File: config.mk
export PLATFORM = sky130hd
export DESIGN_NAME = mock_tss_key_fsm
export DESIGN_NICKNAME = d
export VERILOG_FILES = /design/src/rtl/llki_pkg.sv /design/src/rtl/mock_tss_wait_ctr.sv /design/src/rtl/mock_tss_key_fsm.sv
export SDC_FILE = /design/constraint.sdc
export NUM_CORES = 1
export LEC_CHECK = 0
export ABC_AREA = 0
export CAP_MARGIN = 20
export CORE_AREA = 2 2 127 129
export DETAILED_ROUTE_END_ITERATION = 8
export DIE_AREA = 0 0 129 131
export PLACE_DENSITY = 0.77
export SYNTH_ARGS = -nofsm -noshare
export SYNTH_HDL_FRONTEND = slang
export SYNTH_SLANG_ARGS = --single-unit
File: constraint.sdc
create_clock -name clk -period 4.4 [get_ports clk]
set_input_delay 0.44 -clock clk [delete_from_list [all_inputs] [get_ports clk]]
set_output_delay 0.44 -clock clk [all_outputs]
set_load 0.005 [all_outputs]
File: src/rtl/llki_pkg.sv
// Shared types for the mock TSS key loader.
// Holds the FSM state enum and the word-slot helper.
package llki_pkg;

    typedef enum logic [2:0] {
        ST_IDLE       = 3'd0,
        ST_LOAD_WAIT  = 3'd1,
        ST_NEXT_WORD  = 3'd2,
        ST_CLEAR      = 3'd3,
        ST_CLEAR_WAIT = 3'd4
    } MOCKTSS_KEY_STATE_TYPE;

    // Slot that the n-th word of a key lands in.
    function automatic logic [7:0] slot_index(
        input logic [7:0] n,
        input logic [7:0] kw,
        input logic       rev
    );
        return rev ? (kw - 8'd1 - n) : n;
    endfunction

endpackage

File: src/rtl/mock_tss_wait_ctr.sv
// Artificial wait counter for the key loader.
// Loads to WAIT_CYCLES, counts down, stops at zero.
module mock_tss_wait_ctr #(
    parameter int WAIT_CYCLES = 8
) (
    input  logic clk,
    input  logic rst,
    input  logic load,
    input  logic dec,
    output logic zero
);

    logic [7:0] count;

    always_ff @(posedge clk or posedge rst) begin
        if (rst) begin
            count <= 8'(WAIT_CYCLES);
        end else if (load) begin
            count <= 8'(WAIT_CYCLES);
        end else if (dec && count != 8'd0) begin
            count <= count - 8'd1;
        end
    end

    assign zero = (count == 8'd0);

endmodule

File: src/rtl/mock_tss_key_fsm.sv
// Mock TSS key loader: assembles KEY_WORDS words into one key.
// Define MOCK_TSS_KEY_LOCK_EN to lock a completed key until cleared.
module mock_tss_key_fsm
    import llki_pkg::*;
#(
    parameter int KEY_WORDS   = 2,
    parameter int WORD_W      = 64,
    parameter int WAIT_CYCLES = 8,
    parameter int LOAD_ORDER  = 0
) (
    input  logic                        clk,
    input  logic                        rst,
    input  logic [WORD_W-1:0]           key_data,
    input  logic                        key_valid,
    output logic                        key_ready,
    output logic                        key_complete,
    output logic                        key_error,
    input  logic                        clear_key,
    output logic                        clear_key_ack,
    output logic [WORD_W*KEY_WORDS-1:0] key_register,
    output logic [7:0]                  words_loaded
);

`ifdef MOCK_TSS_KEY_LOCK_EN
    localparam bit LOCK_EN = 1'b1;
`else
    localparam bit LOCK_EN = 1'b0;
`endif

    MOCKTSS_KEY_STATE_TYPE state;

    logic       accept;
    logic       locked;
    logic       do_write;
    logic       ctr_load;
    logic       ctr_dec;
    logic       ctr_zero;
    logic [7:0] wr_base;
    logic [7:0] wr_idx;

    assign accept = key_valid && key_ready;
    assign locked = LOCK_EN && key_complete;

    // A finished key restarts from the first slot
    assign wr_base = (state == ST_IDLE && key_complete) ? 8'd0 : words_loaded;
    assign wr_idx  = slot_index(wr_base, 8'(KEY_WORDS), LOAD_ORDER != 0);

    always_comb begin
        ctr_load = 1'b0;
        ctr_dec  = 1'b0;
        do_write = 1'b0;
        case (state)
            ST_IDLE: begin
                do_write = accept && !clear_key && !locked;
                ctr_load = do_write;
            end
            ST_LOAD_WAIT:  ctr_dec = !clear_key;
            ST_NEXT_WORD: begin
                do_write = accept && !clear_key;
                ctr_load = do_write;
            end
            ST_CLEAR:      ctr_load = 1'b1;
            ST_CLEAR_WAIT: ctr_dec  = 1'b1;
            default:       ctr_load = 1'b1;
        endcase
    end

    mock_tss_wait_ctr #(
        .WAIT_CYCLES(WAIT_CYCLES)
    ) u_wait_ctr (
        .clk  (clk),
        .rst  (rst),
        .load (ctr_load),
        .dec  (ctr_dec),
        .zero (ctr_zero)
    );

    always_ff @(posedge clk or posedge rst) begin
        if (rst) begin
            state         <= ST_IDLE;
            key_ready     <= 1'b1;
            key_complete  <= 1'b0;
            clear_key_ack <= 1'b0;
            key_register  <= '0;
            words_loaded  <= 8'd0;
        end else begin
            clear_key_ack <= 1'b0;
            case (state)
                ST_IDLE: begin
                    if (clear_key) begin
                        key_register  <= '0;
                        key_complete  <= 1'b0;
                        words_loaded  <= 8'd0;
                        clear_key_ack <= 1'b1;
                    end else if (do_write) begin
                        key_complete <= 1'b0;
                        words_loaded <= 8'd0;
                        key_ready    <= 1'b0;
                        state        <= ST_LOAD_WAIT;
                    end
                end
                ST_LOAD_WAIT: begin
                    if (clear_key) begin
                        state <= ST_CLEAR;
                    end else if (ctr_zero) begin
                        words_loaded <= words_loaded + 8'd1;
                        key_ready    <= 1'b1;
                        if (words_loaded + 8'd1 == 8'(KEY_WORDS)) begin
                            key_complete <= 1'b1;
                            state        <= ST_IDLE;
                        end else begin
                            state <= ST_NEXT_WORD;
                        end
                    end
                end
                ST_NEXT_WORD: begin
                    if (clear_key) begin
                        key_ready <= 1'b0;
                        state     <= ST_CLEAR;
                    end else if (do_write) begin
                        key_ready <= 1'b0;
                        state     <= ST_LOAD_WAIT;
                    end
                end
                ST_CLEAR: begin
                    key_register <= '0;
                    words_loaded <= 8'd0;
                    key_complete <= 1'b0;
                    state        <= ST_CLEAR_WAIT;
                end
                ST_CLEAR_WAIT: begin
                    if (ctr_zero) begin
                        clear_key_ack <= 1'b1;
                        key_ready     <= 1'b1;
                        state         <= ST_IDLE;
                    end
                end
                default: begin
                    state        <= ST_IDLE;
                    key_ready    <= 1'b1;
                    key_complete <= 1'b0;
                    key_register <= '0;
                    words_loaded <= 8'd0;
                end
            endcase
            for (int i = 0; i < KEY_WORDS; i++) begin
                if (do_write && wr_idx == 8'(i)) begin
                    key_register[i*WORD_W +: WORD_W] <= key_data;
                end
            end
        end
    end

`ifdef MOCK_TSS_KEY_LOCK_EN
    // Word offered to a locked key: acked, dropped, flagged
    always_ff @(posedge clk or posedge rst) begin
        if (rst) begin
            key_error <= 1'b0;
        end else begin
            key_error <= (state == ST_IDLE) && accept
                         && !clear_key && key_complete;
        end
    end
`else
    assign key_error = 1'b0;
`endif

endmodule
* After elaboration in Yosys (flattened, before gate mapping)
Index checks and enable logic that the tools add are counted. W data, S select, Z words.
Storage, ports and cells: input bits 68, output and inout bits 140, register bits 150
Cells by class: reductions and logical operators 22, $add $sub $neg 2, mux-type cells 38, bitwise operators 2, equality and inequality tests 17
Operators with widths (count):
- $pmux W128 S2 | 1
- $mux W128 | 1
- $mux W64 | 2
- $mux W8 | 7
- $pmux W8 S3 | 1
- $mux W3 | 6
- $logic_not A8 Y1 | 2
- $pmux W3 S5 | 1
- $mux W1 | 13
- $ne A2 B2 Y1 const B | 5
- $add A8 B1 Y8 const B | 1
- $eq A8 B1 Y1 const B | 1
- $eq A8 B2 Y1 const B | 1
- $reduce_bool A8 Y1 | 1
- $sub A8 B1 Y8 const B | 1
- $eq A3 B2 Y1 const B | 2
- $logic_and A1 B1 Y1 | 6
- $ne A3 B2 Y1 const B | 2
- $ne A3 B3 Y1 const B | 2
- $pmux W1 S2 | 3
- $reduce_and A3 Y1 | 2
- $reduce_or A2 Y1 | 3
- $pmux W1 S5 | 1
- $reduce_and A5 Y1 | 1
- 12 further kinds | 15

* Depth between registers and ports, before layout
depth after elaboration 7, depth in mapped cells 9

* By module
A second synthesis with hierarchy kept.
Unflattened totals: cells, all modules 457, area total of the unflattened synthesis 6017.0 um^2
Modules (own cells, without submodules):
- mock_tss_key_fsm | cells an instance 411, instances 1, sequential area each 3554.7 um^2, area each 5555.3 um^2
- mock_tss_wait_ctr | cells an instance 46, instances 1, sequential area each 201.4 um^2, area each 461.7 um^2

* Worst setup path before layout
No wires, ideal clock.
path type register to register, from register u_wait_ctr.count[4], to register words_loaded[7], cell stages (with the launch flop) 7, arrival 2061 ps, data required time 4308 ps, buffers on the path 2, setup time 92 ps, clock period less this slack 2153 ps, setup slack 2247 ps, path through dfrtp_1 > or3_4 > or4_4 > buf_6 > or3_1 > buf_2 > o31ai_2
On the way: word-level cells in the longest chain between the ends 3
RTL lines:
- start: declaration | RTL line mock_tss_wait_ctr.sv:13 | logic [7:0] count;
- start signal: assignment | RTL line mock_tss_wait_ctr.sv:17 | count <= 8'(WAIT_CYCLES);
- start signal: assignment | RTL line mock_tss_wait_ctr.sv:19 | count <= 8'(WAIT_CYCLES);
- start signal: assignment | RTL line mock_tss_wait_ctr.sv:21 | count <= count - 8'd1;
- $logic_not A8 Y1 | RTL line mock_tss_wait_ctr.sv:25 | assign zero = (count == 8'd0);
- $ne A2 B2 Y1 (no source line)
- $reduce_and A4 Y1 (no source line)
- end signal: assignment | RTL line mock_tss_key_fsm.sv:106 | words_loaded <= words_loaded + 8'd1;
- end: declaration | RTL line mock_tss_key_fsm.sv:21 | output logic [7:0] words_loaded
Every way passes these cells. A chain may end at the register's enable or synchronous reset.

* Worst setup path after layout
from register u_wait_ctr.count[4], to register words_loaded[3]
Same word-level chain as after synthesis.

==> results.tsv <==
stage	metric	value	unit
synth	ys_seq_area_frac	0.583	
floorplan	rows	46	
cells_and_area	diodes	0	
timing	tightestPinTransition	956	ps
worst_setup_path	r2r_setup_slack	1780	ps
global_route	grt_max_degree	129	
worst_setup_path	critPathMaxFanout	11	
synth	synth_async_sr_flop_share	1.00	
cells_and_area	finalNonFillerCells	1128	
floorplan	coreArea	15600	sq um
cells_and_area	layout_commonest_cell	nand2_1	
global_route	grtUsageMet3	0.0676	
global_route	grt_antenna_before_repair	0	
floorplan	die_width	129	um
hold_path	hp-class	register to register	
pwr	p_leak	4.17	nW
worst_setup_path	crit_end	words_loaded[3]$_DFFE_PP0P_	
worst_setup_path	end_kind	register	
routing	drc	0	
floorplan	start_util	0.413	
worst_setup_path	crit_slowest_cell	nor4_1	
worst_setup_path	worstReg2RegEnd	words_loaded[3]$_DFFE_PP0P_	
floorplan	die_area	16900	sq um
worst_setup_path	max_stage_delay	670	ps
timing	maxSlewViolCount	0	
pwr	cellPowerDensity	551	nW/um^2
clocking	clkLatencyLatePin	420	ps
worst_setup_path	arrival	2910	ps
cells_and_area	area.growth.synth_to_final	43.4	%
routing	ant_nets	0	
timing	setup_violations	0	
global_route	grtUsageTotal	0.209	
synth	synthCells	722	
placement	dp_cells	1100	
clocking	cts_sinks	150	
clocking	cts_tree	done	
timing	finalCritPeriodShare	0.595	
placement	place.gp.congestion	0.847	
timing	setup_tns	0	ps
timing	relSlewSlack	0.362	
pwr	finalPower	5.09	mW
worst_setup_path	crit_cells	5	
timing	timing.fmax	0.382	GHz
clocking	cts-root-buf	clkbuf_16	
clocking	cts_resized	0	
clocking	hold_buffers	0	
global_route	grt.met2_usage	0.332	
synth	syn_area	6450	sq um
routing	wl_per_cell	15.6	um
cells_and_area	final_cell_area	9240	sq um
timing	finalHoldViolations	0	
placement	dpl.hpwl	11.5	mm
status	status	complete, no violations	
synth	syn_avg_cell_area	8.93	sq um
synth	synth_nets	794	
routing	vias_per_cell	4.97	
worst_setup_path	cp-startpoint	u_wait_ctr.count[4]$_DFFE_PP0P_	
pwr	max-vdd-ir-drop	0.000259	V
global_route	busiest_layer	met2	
floorplan	fp.dieH	131	um
clocking	h-tree-depth	4	
cells_and_area	layout-drive-gt1-share	0.0548	
routing	vias	5609	
timing	rsz0062_at_grt	no	
worst_setup_path	worstSetupStartpointType	register	
global_route	grt_use_met1	0.269	
job	cap_viol_max_count	0	
synth	yosysWarnings	0	
global_route	grt_pass1_vias	5336	
synth	synth_edf_count	0	
global_route	grt_pass1_wl	27.5	mm
timing	hold_slack	484	ps
routing	wirelength	17.6	mm
timing	clock_skew	7.48	ps
placement	place_area	8680	sq um
worst_setup_path	worstSetupPathType	register to register	
placement	port_buffers	206	
cells_and_area	layout_common_cells	nand2_1 (266), clkdlybuf4s50_1 (206), dfrtp_1 (148), o21ai_1 (73), nand3_1 (70)	
placement	dp_slack	1450	ps
timing	setup_slack	1780	ps
worst_setup_path	path_delay_family	simple AND/OR/NAND/NOR gates	
clocking	cts.clk_slew.worst_paths	60	ps
worst_setup_path	cp_data_required_time	4700	ps
floorplan	ios	208	
timing	min_period	2620	ps
worst_setup_path	critPathBufInv	0	
cells_and_area	fill_cells	1367	
clocking	cts_buffers	17	
synth	ys.flop_type	dfrtp_1	
cells_and_area	post-route-util	0.593	
global_route	gr-total-overflow	0	
clocking	clk_path_buf_depth	2	
routing	first_pass_iters	5	
routing	drtIter0Drc	446	
synth	ys_ff_latch	150	
synth	synthDistinctLibCells	51	
cells_and_area	fin_nets	975	
clocking	postCtsSetupBuffers	0	
worst_setup_path	r2r-start	u_wait_ctr.count[4]$_DFFE_PP0P_	
worst_setup_path	reg2reg_depth	5	
worst_setup_path	worstPathCellList	or3_4 > nor4_1 > o221ai_1 > o21ai_1 > o31ai_2	
worst min-delay path by stage:
stage / from / to / slack [ps] / cells after the start
floorplan: key_register[100]$_DFFE_PP0P_ / key_register[100]$_DFFE_PP0P_ / 480 / 2
global placement: key_register[104]$_DFFE_PP0P_ / key_register[104]$_DFFE_PP0P_ / 470 / 2
detailed placement: key_register[98]$_DFFE_PP0P_ / key_register[98]$_DFFE_PP0P_ / 480 / 2
CTS: key_register[98]$_DFFE_PP0P_ / key_register[98]$_DFFE_PP0P_ / 490 / 2
global route: key_register[71]$_DFFE_PP0P_ / key_register[71]$_DFFE_PP0P_ / 520 / 2
finish: key_register[98]$_DFFE_PP0P_ / key_register[98]$_DFFE_PP0P_ / 480 / 2
state kept, by name, summed over array words and instances (netlist names):
signal,cells
words_loaded,8
key_complete,1
u_wait_ctr.count,8
state,3
clear_key_ack,1
key_register,128
key_ready,1
cells in the mapped netlist, drive strengths merged, types with 2 or more instances:
cell | n | area share
or3 | 4 | 0.0047
nor3 | 6 | 0.0047
o31ai | 5 | 0.0082
nor4 | 2 | 0.0019
nand4 | 5 | 0.0049
nand2b | 5 | 0.0049
or4 | 3 | 0.0041
nor2b | 7 | 0.0068
buf | 21 | 0.018
clkbuf | 31 | 0.018
o22ai | 2 | 0.0019
xor2 | 5 | 0.0068
nor2 | 20 | 0.012
o21ai | 76 | 0.059
mux2i | 3 | 0.0047
dfrtp | 148 | 0.57
nand3b | 2 | 0.0023
nand2 | 266 | 0.15
o21a | 2 | 0.0023
nand3 | 70 | 0.054
inv | 7 | 0.0041
a21oi | 7 | 0.0060
dfstp | 2 | 0.0082
ha | 4 | 0.0078
area by class of cell:
type                            instances  area (sq um)  share of cell area
Tap cell                              216           270              0.0292
Clock inverter                          9           106              0.0115
Sequential cell                       150          3760               0.406
Timing Repair Buffer                  214          2170               0.235
Inverter                                7          30.0             0.00325
Multi-Input combinational cell        513          2460               0.266
Clock buffer                           19           453              0.0490
worst min-delay path: stages, from the launching register on:
cell and delay, ps:
dfrtp_1 330, nand3_1 60, nand2_1 60
layer usage:
metal,vias to the layer above,part of all wire,routed length [um]
met5,-,0,0
li1,2735,-,-
met2,212,0.48,8380
met1,2635,0.43,7570
met3,27,0.075,1320
met4,0,0.018,325
cells by family (layout without fill, tap and decap cells):
logic type / count (synthesis) / after routing / synth area share
other: 1 / 1 / 0.000582
AND/OR/NAND/NOR: 394 / 394 / 0.260
buffers and inverters: 59 / 249 / 0.0400
XOR/XNOR: 6 / 6 / 0.00815
AO/OA/AOI/OAI: 104 / 104 / 0.0947
adder cells (fa/ha/maj): 4 / 4 / 0.00776
multiplexers: 4 / 4 / 0.00641
flip-flops: 150 / 150 / 0.583
where the power goes:
group          switching [mW]  leakage [nW]  internal, mW  total (mW)
Clock                   0.554         0.268         0.849        1.40
Combinational           0.954          1.85         0.818        1.77
Sequential              0.238          2.06          1.68        1.92
Total                    1.75          4.17          3.35        5.09
(Power assumes the default switching activity.)
